### src/rtl/uart_cmd_parse_pkg.sv
// Shared sequencer definitions: widths, ASCII command bytes, parser states
// and the hex-digit decode helper used by the UART command parser.
package uart_cmd_parse_pkg;

  localparam int DP_WIDTH_DFLT = 16;
  localparam int RN_WIDTH_DFLT = 4;

  localparam logic [7:0] ASCII_W  = 8'h57;
  localparam logic [7:0] ASCII_R  = 8'h52;
  localparam logic [7:0] ASCII_CR = 8'h0D;
  localparam logic [7:0] ASCII_LF = 8'h0A;

  typedef enum logic [2:0] {
    ST_IDLE,
    ST_REG_W,
    ST_REG_R,
    ST_DATA,
    ST_TERM_W,
    ST_TERM_R,
    ST_RD_WAIT,
    ST_SKIP
  } state_t;

  typedef struct packed {
    logic       valid;
    logic [3:0] nib;
  } hex_t;

  // Letters A-F and a-f share low nibbles 1..6, so adding 9 yields 10..15.
  function automatic hex_t hex_decode(input logic [7:0] c);
    hex_t res;
    res = '{valid: 1'b0, nib: 4'h0};
    if (c >= 8'h30 && c <= 8'h39) begin
      res = '{valid: 1'b1, nib: c[3:0]};
    end else if ((c >= 8'h41 && c <= 8'h46) || (c >= 8'h61 && c <= 8'h66)) begin
      res = '{valid: 1'b1, nib: c[3:0] + 4'd9};
    end
    return res;
  endfunction

  function automatic logic is_term(input logic [7:0] c);
    return (c == ASCII_CR) || (c == ASCII_LF);
  endfunction

endpackage

### src/rtl/uart_cmd_parse_rst_sync.sv
// Reset synchroniser: asserts asynchronously, releases two clocks after the
// external reset is removed so the parser never leaves reset mid-edge.
module uart_cmd_parse_rst_sync (
  input  logic clk,
  input  logic rst,
  output logic rst_n_sync
);

  logic [1:0] sync_q;

  always_ff @(posedge clk or negedge rst) begin
    if (!rst) begin
      sync_q <= 2'b00;
    end else begin
      sync_q <= {sync_q[0], 1'b1};
    end
  end

  assign rst_n_sync = sync_q[1];

endmodule

### src/rtl/uart_cmd_parse.sv
// ASCII command parser: "W<reg><data>TERM" issues a register write strobe,
// "R<reg>TERM" issues a read request, deferred while the transmit stage is busy.
// Byte interface: a byte is consumed on every cycle with i_rx_valid high; there
// is no back-pressure. Output strobes are single-cycle and registered.
module uart_cmd_parse
  import uart_cmd_parse_pkg::*;
#(
  parameter int DP_WIDTH = DP_WIDTH_DFLT,
  parameter int RN_WIDTH = RN_WIDTH_DFLT
) (
  input  logic                clk,
  input  logic                rst,
  input  logic [7:0]          i_rx_data,
  input  logic                i_rx_valid,
  input  logic                i_rd_busy,
  output logic                o_wr_stb,
  output logic [RN_WIDTH-1:0] o_wr_reg,
  output logic [DP_WIDTH-1:0] o_wr_data,
  output logic                o_rd_stb,
  output logic [RN_WIDTH-1:0] o_rd_reg,
  output logic                o_err,
  output state_t              o_dbg_state
);

  localparam int NUM_NIB = DP_WIDTH / 4;
  localparam int CNT_W   = $clog2(NUM_NIB + 1);

  logic                rst_n;
  state_t              state_q, state_d;
  logic [DP_WIDTH-1:0] data_q, data_d;
  logic [CNT_W-1:0]    cnt_q, cnt_d;
  logic [RN_WIDTH-1:0] reg_q, reg_d;
  logic                wr_req, rd_req, err_req;
  hex_t                hx;
  logic                term;

  uart_cmd_parse_rst_sync u_rst_sync (
    .clk        (clk),
    .rst        (rst),
    .rst_n_sync (rst_n)
  );

  assign hx          = hex_decode(i_rx_data);
  assign term        = is_term(i_rx_data);
  assign o_dbg_state = state_q;

  always_comb begin
    state_d = state_q;
    data_d  = data_q;
    cnt_d   = cnt_q;
    reg_d   = reg_q;
    wr_req  = 1'b0;
    rd_req  = 1'b0;
    err_req = 1'b0;
    unique case (state_q)
      ST_IDLE: if (i_rx_valid) begin
        if (i_rx_data == ASCII_W) begin
          state_d = ST_REG_W;
        end else if (i_rx_data == ASCII_R) begin
          state_d = ST_REG_R;
        end else if (!term) begin
          err_req = 1'b1;
          state_d = ST_SKIP;
        end
      end
      ST_REG_W, ST_REG_R: if (i_rx_valid) begin
        if (hx.valid) begin
          reg_d   = RN_WIDTH'(hx.nib);
          cnt_d   = '0;
          state_d = (state_q == ST_REG_W) ? ST_DATA : ST_TERM_R;
        end else begin
          // A terminator already ends the broken command, so no skip needed.
          err_req = 1'b1;
          state_d = term ? ST_IDLE : ST_SKIP;
        end
      end
      ST_DATA: if (i_rx_valid) begin
        if (hx.valid) begin
          data_d = DP_WIDTH'({data_q, hx.nib});
          cnt_d  = cnt_q + 1'b1;
          if (cnt_q == CNT_W'(NUM_NIB - 1)) begin
            cnt_d   = '0;
            state_d = ST_TERM_W;
          end
        end else begin
          err_req = 1'b1;
          state_d = term ? ST_IDLE : ST_SKIP;
        end
      end
      ST_TERM_W: if (i_rx_valid) begin
        if (term) begin
          wr_req  = 1'b1;
          state_d = ST_IDLE;
        end else begin
          err_req = 1'b1;
          state_d = ST_SKIP;
        end
      end
      ST_TERM_R: if (i_rx_valid) begin
        if (term) begin
          if (i_rd_busy) begin
            state_d = ST_RD_WAIT;
          end else begin
            rd_req  = 1'b1;
            state_d = ST_IDLE;
          end
        end else begin
          err_req = 1'b1;
          state_d = ST_SKIP;
        end
      end
      ST_RD_WAIT: begin
        // Bytes arriving here are dropped; the pending read survives them.
        err_req = i_rx_valid;
        if (!i_rd_busy) begin
          rd_req  = 1'b1;
          state_d = ST_IDLE;
        end
      end
      ST_SKIP: if (i_rx_valid && term) begin
        state_d = ST_IDLE;
      end
      default: state_d = ST_IDLE;
    endcase
  end

  always_ff @(posedge clk or negedge rst_n) begin
    if (!rst_n) begin
      state_q   <= ST_IDLE;
      data_q    <= '0;
      cnt_q     <= '0;
      reg_q     <= '0;
      o_wr_stb  <= 1'b0;
      o_rd_stb  <= 1'b0;
      o_err     <= 1'b0;
      o_wr_reg  <= '0;
      o_wr_data <= '0;
      o_rd_reg  <= '0;
    end else begin
      state_q  <= state_d;
      data_q   <= data_d;
      cnt_q    <= cnt_d;
      reg_q    <= reg_d;
      o_wr_stb <= wr_req;
      o_rd_stb <= rd_req;
      o_err    <= err_req;
      if (wr_req) begin
        o_wr_reg  <= reg_q;
        o_wr_data <= data_q;
      end
      if (rd_req) begin
        o_rd_reg <= reg_q;
      end
    end
  end

endmodule
### config.mk
export PLATFORM = sky130hd
export DESIGN_NAME = uart_cmd_parse
export DESIGN_NICKNAME = d
export VERILOG_FILES = /design/src/rtl/uart_cmd_parse_pkg.sv /design/src/rtl/uart_cmd_parse_rst_sync.sv /design/src/rtl/uart_cmd_parse.sv
export SDC_FILE = /design/constraint.sdc
export NUM_CORES = 1
export LEC_CHECK = 0
export ABC_AREA = 1
export CAP_MARGIN = 20
export CORE_UTILIZATION = 45
export DETAILED_ROUTE_END_ITERATION = 7
export PLACE_DENSITY = 0.78
export SLEW_MARGIN = 20
export SYNTH_ARGS = -nofsm -noshare
export SYNTH_HDL_FRONTEND = slang
export SYNTH_SLANG_ARGS = --single-unit
### constraint.sdc
create_clock -name clk -period 1.8 [get_ports clk]
set_clock_uncertainty 0.15 [all_clocks]
set_input_delay 0.45 -clock clk [delete_from_list [all_inputs] [get_ports clk]]
set_output_delay 0.45 -clock clk [all_outputs]
set_load 0.03 [all_outputs]
==> impl_summary.md <==
Outcome
The run finished, with violations left. The checks that failed: hold timing.

Critical path
The cell class contributing the biggest share of worst-path delay is flip-flops. Together, buffers and inverters on the worst path number 1. The launch instance of the worst register-to-register path is o_dbg_state[1]. The category of the worst setup path capture point is an output port. In this run the number of cells on the critical path is 1.

The worst register-to-register path has a depth of 7. For flop-to-flop paths, the worst setup slack is 0.12 ns. By startpoint and endpoint, the worst setup path is classified as reg -> out. Along the worst path, the maximum fanout reaches 6.

Data arrives at the worst endpoint at 1.18 ns. The cell with the largest stage delay on the worst path is sky130_fd_sc_hd__dfrtp_1. The critical path goes through dlygate4sd2_1. The sort of element at the start of the critical path is a register. The endpoint of the lowest-slack register-to-register path is o_rd_reg[3]. In this design, the stage delay of the slowest critical-path cell is between 0.4 and 0.5 ns.

STA puts the critical path data required time at 1.20 ns.

GRT
Entering global routing, the biggest net connects 30 pins. The via count of the first global-routing pass was about 2300. The final global-route overflow total is 0. The first global-routing pass estimated 9.98 mm of wire. The number of antenna violations at the first check in global routing is 0. The overall routing resource usage is 0.201.

Cells and area
The final antenna diode count is 0. The final layout contains 409 nets. The commonest non-fill, non-tap cell in the layout is sky130_fd_sc_hd__nand2_1. In the final layout, the registers with the most flip-flops are data_q (16), o_wr_data (16). The fraction of layout instances using a drive strength above 1 is 0.260. In the layout the commonest cells are 78 x sky130_fd_sc_hd__nand2_1, 53 x sky130_fd_sc_hd__dfrtp_1, 42 x sky130_fd_sc_hd__inv_1. The post-synthesis to final-layout area growth is 34.8%. The total of fill cells in the finished design is 489.

STA
Setup violations remaining at the end of the flow were counted as 0. The ratio of final minimum period to clock period is 0.988. The routed design could run at a clock period as short as 1.78 ns. In the final timing run, aggregate negative setup slack is 0 ns.

The number of hold violations in the final report is 4. Setup repair after global routing could not meet its margin everywhere. Hold timing on the final database bottoms out at a slack of -0.00171 ns.

The final setup slack of the worst path is about 0.022 ns. The final number of max-transition violations is 0. For this run, the top clock speed supported by timing is 0.563 GHz.

Synth
The average footprint of a synthesized cell is 8.63 µm². After synthesis, the netlist uses 31 different library cells. The synthesized design spends more area on one cell type than any other, namely sky130_fd_sc_hd__dfrtp_1. Of the total synthesized cell area, the portion taken by AND, OR, NAND and NOR gates is 0.246. The area fraction in compound gates after synthesis came to 0.133. By area the synthesized netlist is led by sky130_fd_sc_hd__dfrtp_1 51%, sky130_fd_sc_hd__nand2_1 11%, sky130_fd_sc_hd__inv_1 6.1%.

Of the total synthesized cell area, the portion taken by full adders, half adders and majority gates is 0.0230. The post-synthesis sequential area ratio is 0.506. The synthesized instance count is 315. The area share of xor/xnor cells in the synthesized design is 0. The total number of yosys warnings is 0. Of the post-synthesis cell area, the part taken by muxes is 0.

By area, the combinational part of the netlist is dominated by simple AND/OR/NAND/NOR gates. The number of nets produced by synthesis is between 300 and 400. Of the post-synthesis cell area, the dominant cell type holds 0.506. The mapped cell area is roughly 2700 µm².

The post-synthesis sequential element count is 55.

Drt
The wire length reported by the detailed router is 5.62 mm. The number of iterations in the first detailed-routing pass is 4. For this block, the initial DRC count from the detailed router was 98. The routed layout has between 2000 and 2500 vias.

The average wire length per cell after detail routing is between 10 and 15 µm. The final routed DRC violation total is 0. Using the TritonRoute via totals, the vias-per-cell ratio works out to 4.86. The antenna violation net count after detailed routing is 0.

Power
The power density relative to cell area is 1170 nW/µm². The worst-case IR drop observed on VDD is ~730 µV. The static leakage power is 1.94 nW. The overall power of the completed layout is 4.29 mW.

Clock network
The latest clock arrival within the worst-skew pair is 0.30 ns. The longest clock path from root to sink contains 2 buffers. The CTS root buffer is sky130_fd_sc_hd__clkbuf_8. The number of clock buffers added by TritonCTS is 5.

The number of clock sinks is 55. The clock-pin slew reported for the worst setup and hold paths after clock tree synthesis is 0.10 ns. The TritonCTS clock tree is done. The H-tree was split into 2 levels.

Hold path
The min-delay analysis places its worst path in the category reg -> async.

Floorplan
The floorplan step defined a die boundary enclosing about 6400 µm². The die extent in x is 79.7 µm. The effective utilization at floorplan is 0.479. After floorplanning, the core was sized to cover 5680 µm².

The boundary pin count is between 40 and 50. From bottom edge to top edge, the die measures 79.7 µm. The site row count is 27.

Placed design
In this run the tool buffered the top-level ports with 41 buffer cells. The post-detailed-placement half-perimeter wirelength is 4.09 mm. OpenSTA, run right after detailed placement, puts the worst setup slack at -0.682 ns.

The routability-driven placement congestion ratio is approximately 0.86.

Run
The tool flagged a number of max-cap violations equal to 0.
## layer usage
layer / global-route usage / share of wire / wire length, µm
met4: 0.0927 / 0.024 / 136
met2: 0.359 / 0.50 / 2820
met1: 0.238 / 0.45 / 2500
met5: 0 / 0 / 0
met3: 0.0263 / 0.029 / 164
## worst max path at each step
| stage | from | end | slack [ns] |
|---|---|---|---|
| 6_report | o_dbg_state[2] | o_dbg_state[2] | 0.02 |
| 5_1_grt | i_rx_data[6] | o_dbg_state[1] | -0.009 |
| 4_1_cts | i_rx_data[1] | o_dbg_state[0] | 0.01 |
| 3_5_place_dp | i_rx_data[1] | data_q[9] | -0.68 |
| 3_3_place_gp | i_rx_data[0] | data_q[5] | -0.61 |
| 2_1_floorplan | i_rx_data[0] | o_wr_data[10] | 0.004 |
## area by class of cell
cell class                 instances  area, µm²  area share
clock buffer                       6       82.6      0.0225
clock inverter                     2       38.8      0.0106
inverter                          46        180      0.0492
multi-input combinational        207       1170       0.320
sequential                        55       1380       0.376
tap                               72       90.1      0.0246
timing repair buffer              77        718       0.196
## per-stage QoR
| stage | cell area [µm²] | utilization | instances | hold slack, ns |
|---|---|---|---|---|
| floorplan | 2720 | - | 315 | 0.00441 |
| global placement | 3380 | 0.595 | 445 | -0.00236 |
| detailed placement | 3380 | 0.595 | 445 | -0.00250 |
| CTS | 3630 | 0.639 | 465 | 0.00585 |
| global route | 3660 | 0.645 | 465 | 0.0240 |
| finish | 3660 | 0.645 | 465 | -0.00171 |
## what timing repair did
item                                    4_1_cts  5_1_grt
endpoints found under the setup margin       83       37
resized for setup                            54       18
gates cloned                                  1        0
endpoints found under the hold margin         0        0
pin swaps                                     9       13
hold buffers                                  0        0
buffers inserted                             11        0
## where the power goes
group	internal, mW	leakage, nW	total, mW	switching [mW]
combinational	0.593	1.20	1.65	1.06
sequential	1.58	0.677	1.77	0.196
clock	0.458	0.0618	0.858	0.400
## cells in the mapped netlist
| master | number |
|---|---|
| sky130_fd_sc_hd__nor2_8 | 1 |
| sky130_fd_sc_hd__inv_2 | 1 |
| sky130_fd_sc_hd__buf_6 | 4 |
| sky130_fd_sc_hd__nor2_1 | 25 |
| sky130_fd_sc_hd__nand2_4 | 2 |
| sky130_fd_sc_hd__nand2_1 | 80 |
| sky130_fd_sc_hd__a21oi_4 | 1 |
| sky130_fd_sc_hd__nand2_2 | 13 |
| sky130_fd_sc_hd__o21ai_2 | 13 |
| sky130_fd_sc_hd__ha_1 | 5 |
| sky130_fd_sc_hd__buf_2 | 2 |
| sky130_fd_sc_hd__o22ai_1 | 1 |
| sky130_fd_sc_hd__nor3_1 | 1 |
| sky130_fd_sc_hd__dfrtp_1 | 55 |
| sky130_fd_sc_hd__o21ai_0 | 17 |
| sky130_fd_sc_hd__o31ai_1 | 1 |
| sky130_fd_sc_hd__conb_1 | 1 |
| sky130_fd_sc_hd__o21a_1 | 1 |
| sky130_fd_sc_hd__inv_4 | 1 |
| sky130_fd_sc_hd__nand3_2 | 2 |
| sky130_fd_sc_hd__buf_8 | 1 |
| sky130_fd_sc_hd__o21ai_1 | 18 |
| sky130_fd_sc_hd__a21oi_1 | 5 |
| sky130_fd_sc_hd__a22o_1 | 1 |
| sky130_fd_sc_hd__nor2_4 | 1 |
| sky130_fd_sc_hd__nand4_4 | 1 |
| sky130_fd_sc_hd__nand3_1 | 10 |
| sky130_fd_sc_hd__nor2_2 | 3 |
| sky130_fd_sc_hd__or2_0 | 1 |
| sky130_fd_sc_hd__inv_1 | 44 |
| sky130_fd_sc_hd__nand4_1 | 3 |
## kinds of logic (layout without fill, tap and decap cells)
logic type,after synthesis,in the layout
AND/OR/NAND/NOR,143,143
AO/OA/AOI/OAI,58,58
flip-flops,55,55
buffers and inverters,53,131
adder cells (fa/ha/maj),5,5
other,1,1
(Power assumes the default switching activity.)
